--- src/rtl/alu_pkg.sv ---
// Shared definitions for the sequential ALU: operation codes, flag bit
// positions, FSM state encoding and the iterative-unit operation select.
package alu_pkg;

    localparam logic [3:0] MODE_ADD = 4'd0;
    localparam logic [3:0] MODE_SUB = 4'd1;
    localparam logic [3:0] MODE_SHR = 4'd2;
    localparam logic [3:0] MODE_SHL = 4'd3;
    localparam logic [3:0] MODE_AND = 4'd4;
    localparam logic [3:0] MODE_OR  = 4'd5;
    localparam logic [3:0] MODE_NOT = 4'd6;
    localparam logic [3:0] MODE_XOR = 4'd7;
    localparam logic [3:0] MODE_ADC = 4'd8;
    localparam logic [3:0] MODE_SBB = 4'd9;
    localparam logic [3:0] MODE_MUL = 4'd11;
    localparam logic [3:0] MODE_SAR = 4'd12;

    localparam int FLAG_Z   = 0;
    localparam int FLAG_N   = 1;
    localparam int FLAG_C   = 2;
    localparam int FLAG_V   = 3;
    localparam int FLAG_ERR = 4;

    typedef enum logic [1:0] {
        ST_IDLE = 2'd0,
        ST_EXEC = 2'd1,
        ST_DONE = 2'd2
    } state_t;

    typedef enum logic [1:0] {
        IT_SHR = 2'd0,
        IT_SHL = 2'd1,
        IT_SAR = 2'd2,
        IT_MUL = 2'd3
    } iter_op_t;

    // Assemble the 5-bit flag word from its individual bits.
    function automatic logic [4:0] pack_flags(input logic err, input logic v,
                                              input logic c, input logic n,
                                              input logic z);
        logic [4:0] f;
        f           = '0;
        f[FLAG_ERR] = err;
        f[FLAG_V]   = v;
        f[FLAG_C]   = c;
        f[FLAG_N]   = n;
        f[FLAG_Z]   = z;
        return f;
    endfunction

endpackage

--- src/rtl/alu_iter_unit.sv ---
// Iterative datapath for shifts (one bit per cycle) and unsigned multiply
// (shift-add, one multiplier bit per cycle). Loads on start, then steps
// every cycle; finish is high during the final step, with result/carry
// showing that step's outcome so the caller can register them on that edge.
module alu_iter_unit
    import alu_pkg::*;
#(
    parameter int WIDTH = 16
) (
    input  logic             clk,
    input  logic             rst,
    input  logic             start,
    input  iter_op_t         op,
    input  logic [WIDTH-1:0] a,
    input  logic [WIDTH-1:0] b,
    output logic             finish,
    output logic [WIDTH-1:0] result,
    output logic             carry
);

    localparam int SHAMT_W = $clog2(WIDTH);
    // One extra bit so the counter can hold WIDTH for multiply.
    localparam int CNT_W   = SHAMT_W + 1;

    iter_op_t           op_q;
    logic               busy;
    logic [CNT_W-1:0]   cnt;
    logic [WIDTH-1:0]   sreg;
    logic [WIDTH-1:0]   acc;
    logic [WIDTH-1:0]   mcand;

    logic [WIDTH-1:0]   step_val;
    logic [WIDTH-1:0]   step_acc;
    logic               step_c;
    logic [WIDTH:0]     sum;

    // One iteration step: next shift-register / accumulator value and carry.
    always_comb begin
        // NOTE: every signal gets a default first so no path can infer a latch.
        sum      = '0;
        step_val = sreg;
        step_acc = acc;
        step_c   = 1'b0;
        case (op_q)
            IT_SHL: begin
                step_val = {sreg[WIDTH-2:0], 1'b0};
                step_c   = sreg[WIDTH-1];
            end
            IT_SHR: begin
                step_val = {1'b0, sreg[WIDTH-1:1]};
                step_c   = sreg[0];
            end
            IT_SAR: begin
                step_val = {sreg[WIDTH-1], sreg[WIDTH-1:1]};
                step_c   = sreg[0];
            end
            IT_MUL: begin
                // {acc, sreg} is the running product; add the multiplicand
                // when the current multiplier bit is set, then shift right.
                sum      = {1'b0, acc} + (sreg[0] ? {1'b0, mcand} : '0);
                step_acc = sum[WIDTH:1];
                step_val = {sum[0], sreg[WIDTH-1:1]};
                step_c   = |step_acc;
            end
            default: ;
        endcase
    end

    assign finish = busy && (cnt == CNT_W'(1));
    assign result = step_val;
    assign carry  = step_c;

    // Control: busy flag and remaining-step counter.
    always_ff @(posedge clk) begin
        // NOTE: sequential state uses non-blocking assignments so every register samples pre-edge values.
        if (rst) begin
            busy <= 1'b0;
            cnt  <= '0;
        end else if (start) begin
            busy <= 1'b1;
            cnt  <= (op == IT_MUL) ? CNT_W'(WIDTH) : {1'b0, b[SHAMT_W-1:0]};
        end else if (busy) begin
            cnt <= cnt - CNT_W'(1);
            if (cnt == CNT_W'(1)) begin
                busy <= 1'b0;
            end
        end
    end

    // Datapath registers: load operands on start, advance one step per busy cycle.
    always_ff @(posedge clk) begin
        // NOTE: datapath registers carry no reset; start always loads them before busy lets them be used.
        if (start) begin
            op_q  <= op;
            acc   <= '0;
            mcand <= a;
            sreg  <= (op == IT_MUL) ? b : a;
        end else if (busy) begin
            sreg <= step_val;
            acc  <= step_acc;
        end
    end

endmodule

--- src/rtl/alu_seq.sv ---
// Multi-cycle ALU between register-file read and writeback. Valid/ready on
// both sides; single-cycle ops complete straight from IDLE, shifts and
// multiply run in alu_iter_unit. Result and flags are held until consumed.
module alu_seq
    import alu_pkg::*;
#(
    parameter int WIDTH = 16
) (
    input  logic             clk,
    input  logic             rst,
    input  logic             in_valid,
    output logic             in_ready,
    input  logic [WIDTH-1:0] in1,
    input  logic [WIDTH-1:0] in2,
    input  logic [3:0]       mode,
    output logic             out_valid,
    input  logic             out_ready,
    output logic [WIDTH-1:0] out,
    output logic [4:0]       flags
);

    state_t           state;
    state_t           next_state;
    logic [3:0]       mode_q;
    logic             accept;
    logic             start;

    logic             is_shift;
    logic             amt_zero;
    logic             amt_big;
    logic             needs_iter;
    iter_op_t         iter_op;

    logic             cin;
    logic [WIDTH:0]   add_w;
    logic [WIDTH:0]   sub_w;
    logic [WIDTH-1:0] fast_res;
    logic             fast_c;
    logic             fast_v;
    logic             fast_err;
    logic [4:0]       fast_flags;

    logic             iter_finish;
    logic [WIDTH-1:0] iter_result;
    logic             iter_carry;
    logic [4:0]       iter_flags;

    assign is_shift   = (mode == MODE_SHR) || (mode == MODE_SHL) || (mode == MODE_SAR);
    assign amt_zero   = (in2 == '0);
    assign amt_big    = (in2 >= WIDTH'(WIDTH));
    assign needs_iter = (mode == MODE_MUL) || (is_shift && !amt_zero && !amt_big);
    assign start      = accept && needs_iter;

    // Map the operation code onto the iterative unit's operation select.
    always_comb begin
        iter_op = IT_SHR;
        case (mode)
            MODE_SHL: iter_op = IT_SHL;
            MODE_SAR: iter_op = IT_SAR;
            MODE_MUL: iter_op = IT_MUL;
            default:  iter_op = IT_SHR;
        endcase
    end

    // Single-cycle results, including degenerate shifts and illegal modes.
    always_comb begin
        cin      = ((mode == MODE_ADC) || (mode == MODE_SBB)) ? flags[FLAG_C] : 1'b0;
        add_w    = {1'b0, in1} + {1'b0, in2} + {{WIDTH{1'b0}}, cin};
        sub_w    = {1'b0, in1} - {1'b0, in2} - {{WIDTH{1'b0}}, cin};
        fast_res = '0;
        fast_c   = 1'b0;
        fast_v   = 1'b0;
        fast_err = 1'b0;
        case (mode)
            MODE_ADD, MODE_ADC: begin
                fast_res = add_w[WIDTH-1:0];
                fast_c   = add_w[WIDTH];
                fast_v   = (in1[WIDTH-1] == in2[WIDTH-1]) && (add_w[WIDTH-1] != in1[WIDTH-1]);
            end
            MODE_SUB, MODE_SBB: begin
                // Bit WIDTH of the widened difference is the borrow.
                fast_res = sub_w[WIDTH-1:0];
                fast_c   = sub_w[WIDTH];
                fast_v   = (in1[WIDTH-1] != in2[WIDTH-1]) && (sub_w[WIDTH-1] != in1[WIDTH-1]);
            end
            MODE_SHR, MODE_SHL: fast_res = amt_zero ? in1 : '0;
            MODE_SAR:           fast_res = amt_zero ? in1 : {WIDTH{in1[WIDTH-1]}};
            MODE_AND:           fast_res = in1 & in2;
            MODE_OR:            fast_res = in1 | in2;
            MODE_XOR:           fast_res = in1 ^ in2;
            MODE_NOT:           fast_res = ~in1;
            MODE_MUL:           fast_res = '0;
            default:            fast_err = 1'b1;
        endcase
    end

    assign fast_flags = pack_flags(fast_err, fast_v, fast_c, fast_res[WIDTH-1], fast_res == '0);
    assign iter_flags = pack_flags(1'b0, (mode_q == MODE_MUL) && iter_carry, iter_carry,
                                   iter_result[WIDTH-1], iter_result == '0);

    alu_iter_unit #(
        .WIDTH (WIDTH)
    ) u_iter (
        .clk    (clk),
        .rst    (rst),
        .start  (start),
        .op     (iter_op),
        .a      (in1),
        .b      (in2),
        .finish (iter_finish),
        .result (iter_result),
        .carry  (iter_carry)
    );

    // FSM state register.
    always_ff @(posedge clk) begin
        if (rst) begin
            state <= ST_IDLE;
        end else begin
            state <= next_state;
        end
    end

    // FSM next-state and handshake outputs.
    always_comb begin
        next_state = state;
        in_ready   = 1'b0;
        out_valid  = 1'b0;
        accept     = 1'b0;
        case (state)
            ST_IDLE: begin
                in_ready = 1'b1;
                if (in_valid) begin
                    accept     = 1'b1;
                    next_state = needs_iter ? ST_EXEC : ST_DONE;
                end
            end
            ST_EXEC: begin
                if (iter_finish) begin
                    next_state = ST_DONE;
                end
            end
            ST_DONE: begin
                out_valid = 1'b1;
                if (out_ready) begin
                    next_state = ST_IDLE;
                end
            end
            default: next_state = ST_IDLE;
        endcase
    end

    // Result and flag registers, written only when an operation completes.
    always_ff @(posedge clk) begin
        if (rst) begin
            out    <= '0;
            flags  <= '0;
            mode_q <= '0;
        end else if (accept) begin
            mode_q <= mode;
            if (!needs_iter) begin
                out   <= fast_res;
                flags <= fast_flags;
            end
        end else if ((state == ST_EXEC) && iter_finish) begin
            out   <= iter_result;
            flags <= iter_flags;
        end
    end

endmodule

--- config.mk ---
export PLATFORM = sky130hd
export DESIGN_NAME = alu_seq
export DESIGN_NICKNAME = d
export VERILOG_FILES = /design/src/rtl/alu_pkg.sv /design/src/rtl/alu_iter_unit.sv /design/src/rtl/alu_seq.sv
export SDC_FILE = /design/constraint.sdc
export NUM_CORES = 1
export LEC_CHECK = 0
export ABC_CLOCK_PERIOD_IN_PS = 5300
export CAP_MARGIN = 20
export CORE_MARGIN = 10
export CORE_UTILIZATION = 30
export DETAILED_ROUTE_END_ITERATION = 10
export PLACE_DENSITY = 0.46
export SYNTH_ARGS = -nofsm -noshare
export SYNTH_HDL_FRONTEND = slang
export SYNTH_SLANG_ARGS = --single-unit
export TNS_END_PERCENT = 50
--- constraint.sdc ---
create_clock -name clk -period 5.3 [get_ports clk]
set_clock_uncertainty 0.1 [all_clocks]
set_input_delay 1.06 -clock clk [delete_from_list [all_inputs] [get_ports clk]]
set_output_delay 1.06 -clock clk [all_outputs]
set_load 0.005 [all_outputs]
-- Word-level counts from Yosys, hierarchy flattened
Cells that the tools add are included.
- memory bits (writable): 0
- bits of input ports: 40
- output and inout bits: 23
- memories kept: 0
- latch bits: 0
- bits in read-only memories: 0
- register bits after elaboration: 83
- $add $sub $neg: 6
- bitwise operators: 4
- multiplexer cells: 35
- reductions and logical operators: 31
- multipliers: 0
- divide/modulo/power cells: 0
- magnitude comparators: 1
- shift operators: 0
- eq/ne operators: 27
- operators with widths (kind ; count):
    16-bit two-way mux ; 8
    16-bit one-hot mux with 8 select lines ; 1
    16-bit one-hot mux with 4 select lines ; 1
    16-bit logical NOT ; 3
    5-bit two-way mux ; 6
    4-bit equality test (second input constant) ; 5
    16-bit by 16-bit adder with 17-bit output ; 1
    16-bit by 17-bit adder with 17-bit output ; 1
    17-bit by 1-bit adder with 17-bit output ; 1
    16-bit by 16-bit subtractor with 17-bit output ; 1
    17-bit by 1-bit subtractor with 17-bit output ; 1
    16-bit bitwise AND ; 1
    4-bit by 3-bit equality test with 1-bit output (second input constant) ; 4
    16-bit by 5-bit >= comparator with 1-bit output (second input constant) ; 1
    16-bit NOT ; 1
    16-bit bitwise OR ; 1
    16-bit OR reduction ; 1
    16-bit bitwise XOR ; 1
    15-bit two-way mux ; 1
    2-bit one-hot mux with 3 select lines ; 2
    12-bit OR reduction ; 1
    1-bit two-way mux ; 9
    2-bit equality test (second input constant) ; 4
    4-bit by 2-bit equality test with 1-bit output (second input constant) ; 2
    other kinds (19) ; 46

-- Longest topological paths before layout
- depth after elaboration: 9
- gate-level depth with buffers: 17

-- By module
Synthesis repeated with hierarchy kept, for this count alone.
- cells, all modules: 1000
- area total of the unflattened synthesis: 7873.8 µm²
- by module, submodules not included (module ; sequential area each (µm²) ; area an instance (µm²) ; instances ; cells each):
    alu_seq ; 520.5 ; 4538.1 ; 1 ; 633
    alu_iter_unit ; 1461.4 ; 3335.7 ; 1 ; 367

-- Least setup slack after synthesis
OpenSTA, ideal clock, no wires.
- kind: input to register
- start point: in mode[1]
- end point: reg flags[0]
- data required time: 5.112 ns
- stages on the path: 17
- data arrival time: 4.756 ns
- path buffers: 2
- setup slack: 0.356 ns
- cells stage by stage: buf_2 > buf_2 > nor2_1 > nand3_1 > inv_1 > fa_1 > inv_1 > ha_1 > o21a_1 > or4_1 > a32o_1 > a2111o_1 > a2111o_1 > or4_1 > nor3_1 > nand4_1 > o32ai_2
- word-level cells in the longest chain between the ends: 8
- elaborated cells between the ends (all ways): 30
- RTL lines (element ; line ; source):
    start: declaration ; alu_seq.sv:15 ; input logic [3:0] mode,
    4-bit equality test or 4-bit by 2-bit equality test with 1-bit output (tied branches) ; alu_seq.sv:67, alu_seq.sv:74, alu_seq.sv:48 ;
    1-bit logical OR, on equally long branches ; alu_seq.sv:67, alu_seq.sv:48 ;
    1-bit two-way mux or 1-bit logical OR (tied branches) ; alu_seq.sv:67, alu_seq.sv:48 ;
    17-bit by 1-bit subtractor with 17-bit output (tied with other cells) ; alu_seq.sv:69 ; sub_w = {1'b0, in1} - {1'b0, in2} - {{WIDTH{1'b0}}, cin};
    16-bit one-hot mux with 8 select lines or 1-bit logical AND (tied branches) ; alu_seq.sv:74, alu_seq.sv:51 ;
    16-bit logical NOT or 1-bit logical OR (tied branches) ; alu_seq.sv:97, alu_seq.sv:51 ;
    5-bit two-way mux or 2-bit != test (tied branches) ; n/a ;
    5-bit two-way mux or 2-bit AND reduction (tied branches) ; n/a ;
    end signal: assignment ; alu_seq.sv:163 ; flags <= fast_flags;
    end signal: assignment ; alu_seq.sv:167 ; flags <= iter_flags;
    end: declaration ; alu_seq.sv:19 ; output logic [4:0] flags
Parallel ways exist; a longest one is shown, timed or not. The select of a mux whose other input is x is not followed.
A chain may end at the register's enable or synchronous reset.

-- Worst setup path after layout
Ends and elaborated chain as after synthesis.

==> impl_metrics.tcl <==
set metrics [dict create \
    crit_path_start_kind "primary input" \
    crit_chain "clkdlybuf4s50_1 > nor2_1 > nand3_2 > buf_4 > fa_1 > ha_1 > o21a_1 > or4_1 > a32o_1 > a2111o_1 > a2111o_1 > or4_1 > nor3_1 > nand4_1 > o32ai_2" \
    clock.fmax_ghz 0.200 \
    cts_max_path_buffers 2 \
    utilization_pct 36.4 \
    rsz0062_at_grt "false" \
    path_class "in2reg" \
    numPortBuffers 62 \
    ys_seq_area_share_pct 25.5 \
    grt_pass1_wl_um 43100 \
    hpwlAfterDp_um 21500 \
    fin_crit_ps 4990 \
    drt_iter0_markers 613 \
    reg2regPathDepth 13 \
    pre_cts_ws_ps -123 \
    synthDistinctLibCells 72 \
    required_ps 5470 \
    outcome "complete, no violations" \
    vdd_drop_max_mv 0.131 \
    ios 63 \
    syn_area_per_cell_um2 8.12 \
    htreeDepth 3 \
    critical-path-slowest-cell "clkdlybuf4s50_1" \
    clock_latency_ps 350 \
    syn_to_final_growth_pct 18.7 \
    power.total_mw 2.26 \
    relSlewSlack_pct 45.5 \
    die_h_um 181 \
    syn_inst 956 \
    fin_crit_sh_pct 94.1 \
    cp_max_fo 2 \
    antenna_left 0 \
    synthArstFlopShare_pct 0 \
    grt_max_degree 46 \
    finalNonFillerCells 1355 \
    power_leakage_nw 3.79 \
    clockRootBuffer "clkbuf_16" \
    yosysWarnings 0 \
    hp-class "reg2reg" \
    arrival_ps 5160 \
    initial_core_util_pct 30.7 \
    die_w_um 181 \
    cts.clk_slew.worst_paths_ps 70 \
    cts_tree "done" \
    r2r_slack_ps 1100 \
    dr_total_vias 7262 \
    stdcell_area_um2 9220 \
    worst_setup_path_end_kind "register" \
    synth_ff_type "dfxtp_1" \
    overflow 0 \
    setup_viol 0 \
    antenna_found_initial 0 \
    synthesis.area_um2 7770 \
    hold_path_end "out[9]" \
    timing.hold.ws_ps 351 \
    ys_ff_latch 82 \
    regToRegStartpoint "flags[2]" \
    gp_congestion 0.839 \
    drc 0 \
    hold_start "out[9]" \
    cts_buffers 9 \
    critical_path.top_delay_family "simple AND/OR/NAND/NOR gates" \
    core_um2 25300 \
    grt_use_total_pct 16.5 \
    post-place-cells 1339 \
    placed_area_um2 8930 \
    syn-num-nets 1081 \
    drive_gt1_share_pct 8.49 \
    setup_ws_ps 311 \
    n_fill_cell 2654 \
    slowest_delay_ps 420 \
    wl_um 27400 \
    slew_viol_final 0 \
    hold_violations 0 \
    synth_edf_count 34 \
    first_pass_iters 6 \
    layout.nets 1145 \
    r2r-end "flags[0]" \
    crit_buf_inv 2 \
    dieArea_um2 32700 \
    cap_violations 0 \
    avgViaCountPerCell 5.36 \
    placementRows 58 \
    grt_pass1_vias 7163 \
    worst_slew_pin_slew_ps 818 \
    hold_buffers 0 \
    clock_sinks 82 \
    tns_ps 0 \
    holdPathStages 2 \
    powerDensity_nw_per_um2 245 \
    diodes 0 \
    wl_per_cell_um 20.3 \
]
[synthesized netlist by cell type (4+ instances only)]
master     count  area [µm²]
nand3b_1       6        45.0
mux2i_1       30         300
inv_1         76         285
edfxtp_1      34        1020
nand3_1       16        80.1
ha_1          80        1000
or3_1          9        56.3
and3_1        10        62.6
or4_1          4        30.0
a221oi_1       5        43.8
o21ai_0       31         155
o2111ai_1      6        52.6
o221ai_1       4        35.0
and2_1        22         138
xor2_1        14         123
nor3_1        24         120
a211o_1        8        70.1
buf_2          4        20.0
clkbuf_1      40         150
nor2_1        75         282
fa_1           5         100
dfxtp_1       48         961
mux4_2        12         270
o211ai_1      11        82.6
nand2b_1      10        62.6
nor2b_1       12        75.1
a21oi_1       81         405
o21a_1        11        82.6
o31ai_1        5        37.5
a21o_1        10        75.1
nor3b_1        5        37.5
nor4_1        11        68.8
buf_1          6        22.5
nand2_1      110         413
a31oi_1       15        93.8
a211oi_1      18         135
nand4_1        8        50.1
o22ai_1        5        31.3
xnor2_1       17         149
a221o_1        6        60.1
[where the power goes]
part           switching [mW]  total (mW)  leakage, nW  internal [mW]
logic                   0.499       0.885         2.94          0.386
registers              0.0364       0.754        0.703          0.717
clock network           0.285       0.621        0.144          0.335
[area by class of cell]
cell class / instances / area [µm²] / share of cell area [%]
sequential: 82 / 1980 / 21.5
tap: 330 / 413 / 4.48
multi-input combinational: 745 / 5310 / 57.6
clock inverter: 6 / 47.5 / 0.516
inverter: 77 / 289 / 3.13
clock buffer: 10 / 239 / 2.59
timing repair buffer: 105 / 943 / 10.2
[worst min-delay path, delay by kind of cell, from the launching register on]
kind	cells	cell delay, ps
and+or+nand+nor	1	50
DFF	1	310
AOI/OAI and AO/OA	1	50
[registers in the layout, indices dropped and copies added, names as in the netlist, 2 cells and up]
register      flops
u_iter.mcand     16
flags             5
state             2
u_iter.cnt        5
mode_q            4
u_iter.op_q       2
u_iter.acc       16
out              15
u_iter.sreg      16
[worst max-delay path by stage]
stage / startpoint / to / slack, ps / depth (start not counted)
6_report: mode[1] / flags[0] / 310 / 15
5_1_grt: mode[1] / flags[0] / 60 / 15
4_1_cts: mode[1] / flags[0] / 250 / 15
3_5_place_dp: mode[1] / flags[0] / -120 / 15
3_3_place_gp: mode[1] / flags[0] / -80 / 15
2_1_floorplan: mode[1] / flags[0] / 360 / 17
[cells by family (layout without fill, tap and decap cells)]
kind of cell / Yosys count / in the layout / share of synthesized area, %
XOR/XNOR: 32 / 32 / 3.79
adder cells (fa/ha/maj): 85 / 85 / 14.2
multiplexers: 44 / 44 / 7.64
AND/OR/NAND/NOR: 335 / 335 / 21.0
flip-flops: 82 / 82 / 25.5
buffers and inverters: 129 / 198 / 6.39
AO/OA/AOI/OAI: 249 / 249 / 21.5
[routing by layer]
| layer | vias to the layer above | global-route usage (%) | wire length [µm] | share of wire (%) |
|---|---|---|---|---|
| met5 | - | 0 | 0 | 0 |
| met4 | 0 | 4.00 | 318 | 1.2 |
| met3 | 17 | 2.88 | 1000 | 3.7 |
| met2 | 137 | 26.1 | 12600 | 46 |
| met1 | 3520 | 22.7 | 13500 | 49 |
| li1 | 3588 | - | - | - |
[placed cells by master, fill, tap and decap left out, types with 31 or more instances in the layout]
cell type,netlist,final
inv_1,76,76
nand2_1,110,110
o21ai_0,31,31
buf_4,2,43
dfxtp_1,48,48
ha_1,80,80
nor2_1,75,75
a21oi_1,81,80
edfxtp_1,34,34
clkdlybuf4s50_1,0,62
[repair_timing]
item,CTS,global route
setup endpoints to repair,0,1
setup buffers,0,0
endpoints found under the hold margin,0,0
gates resized for setup,0,1
Note: power is estimated with default switching activity, not from simulation.
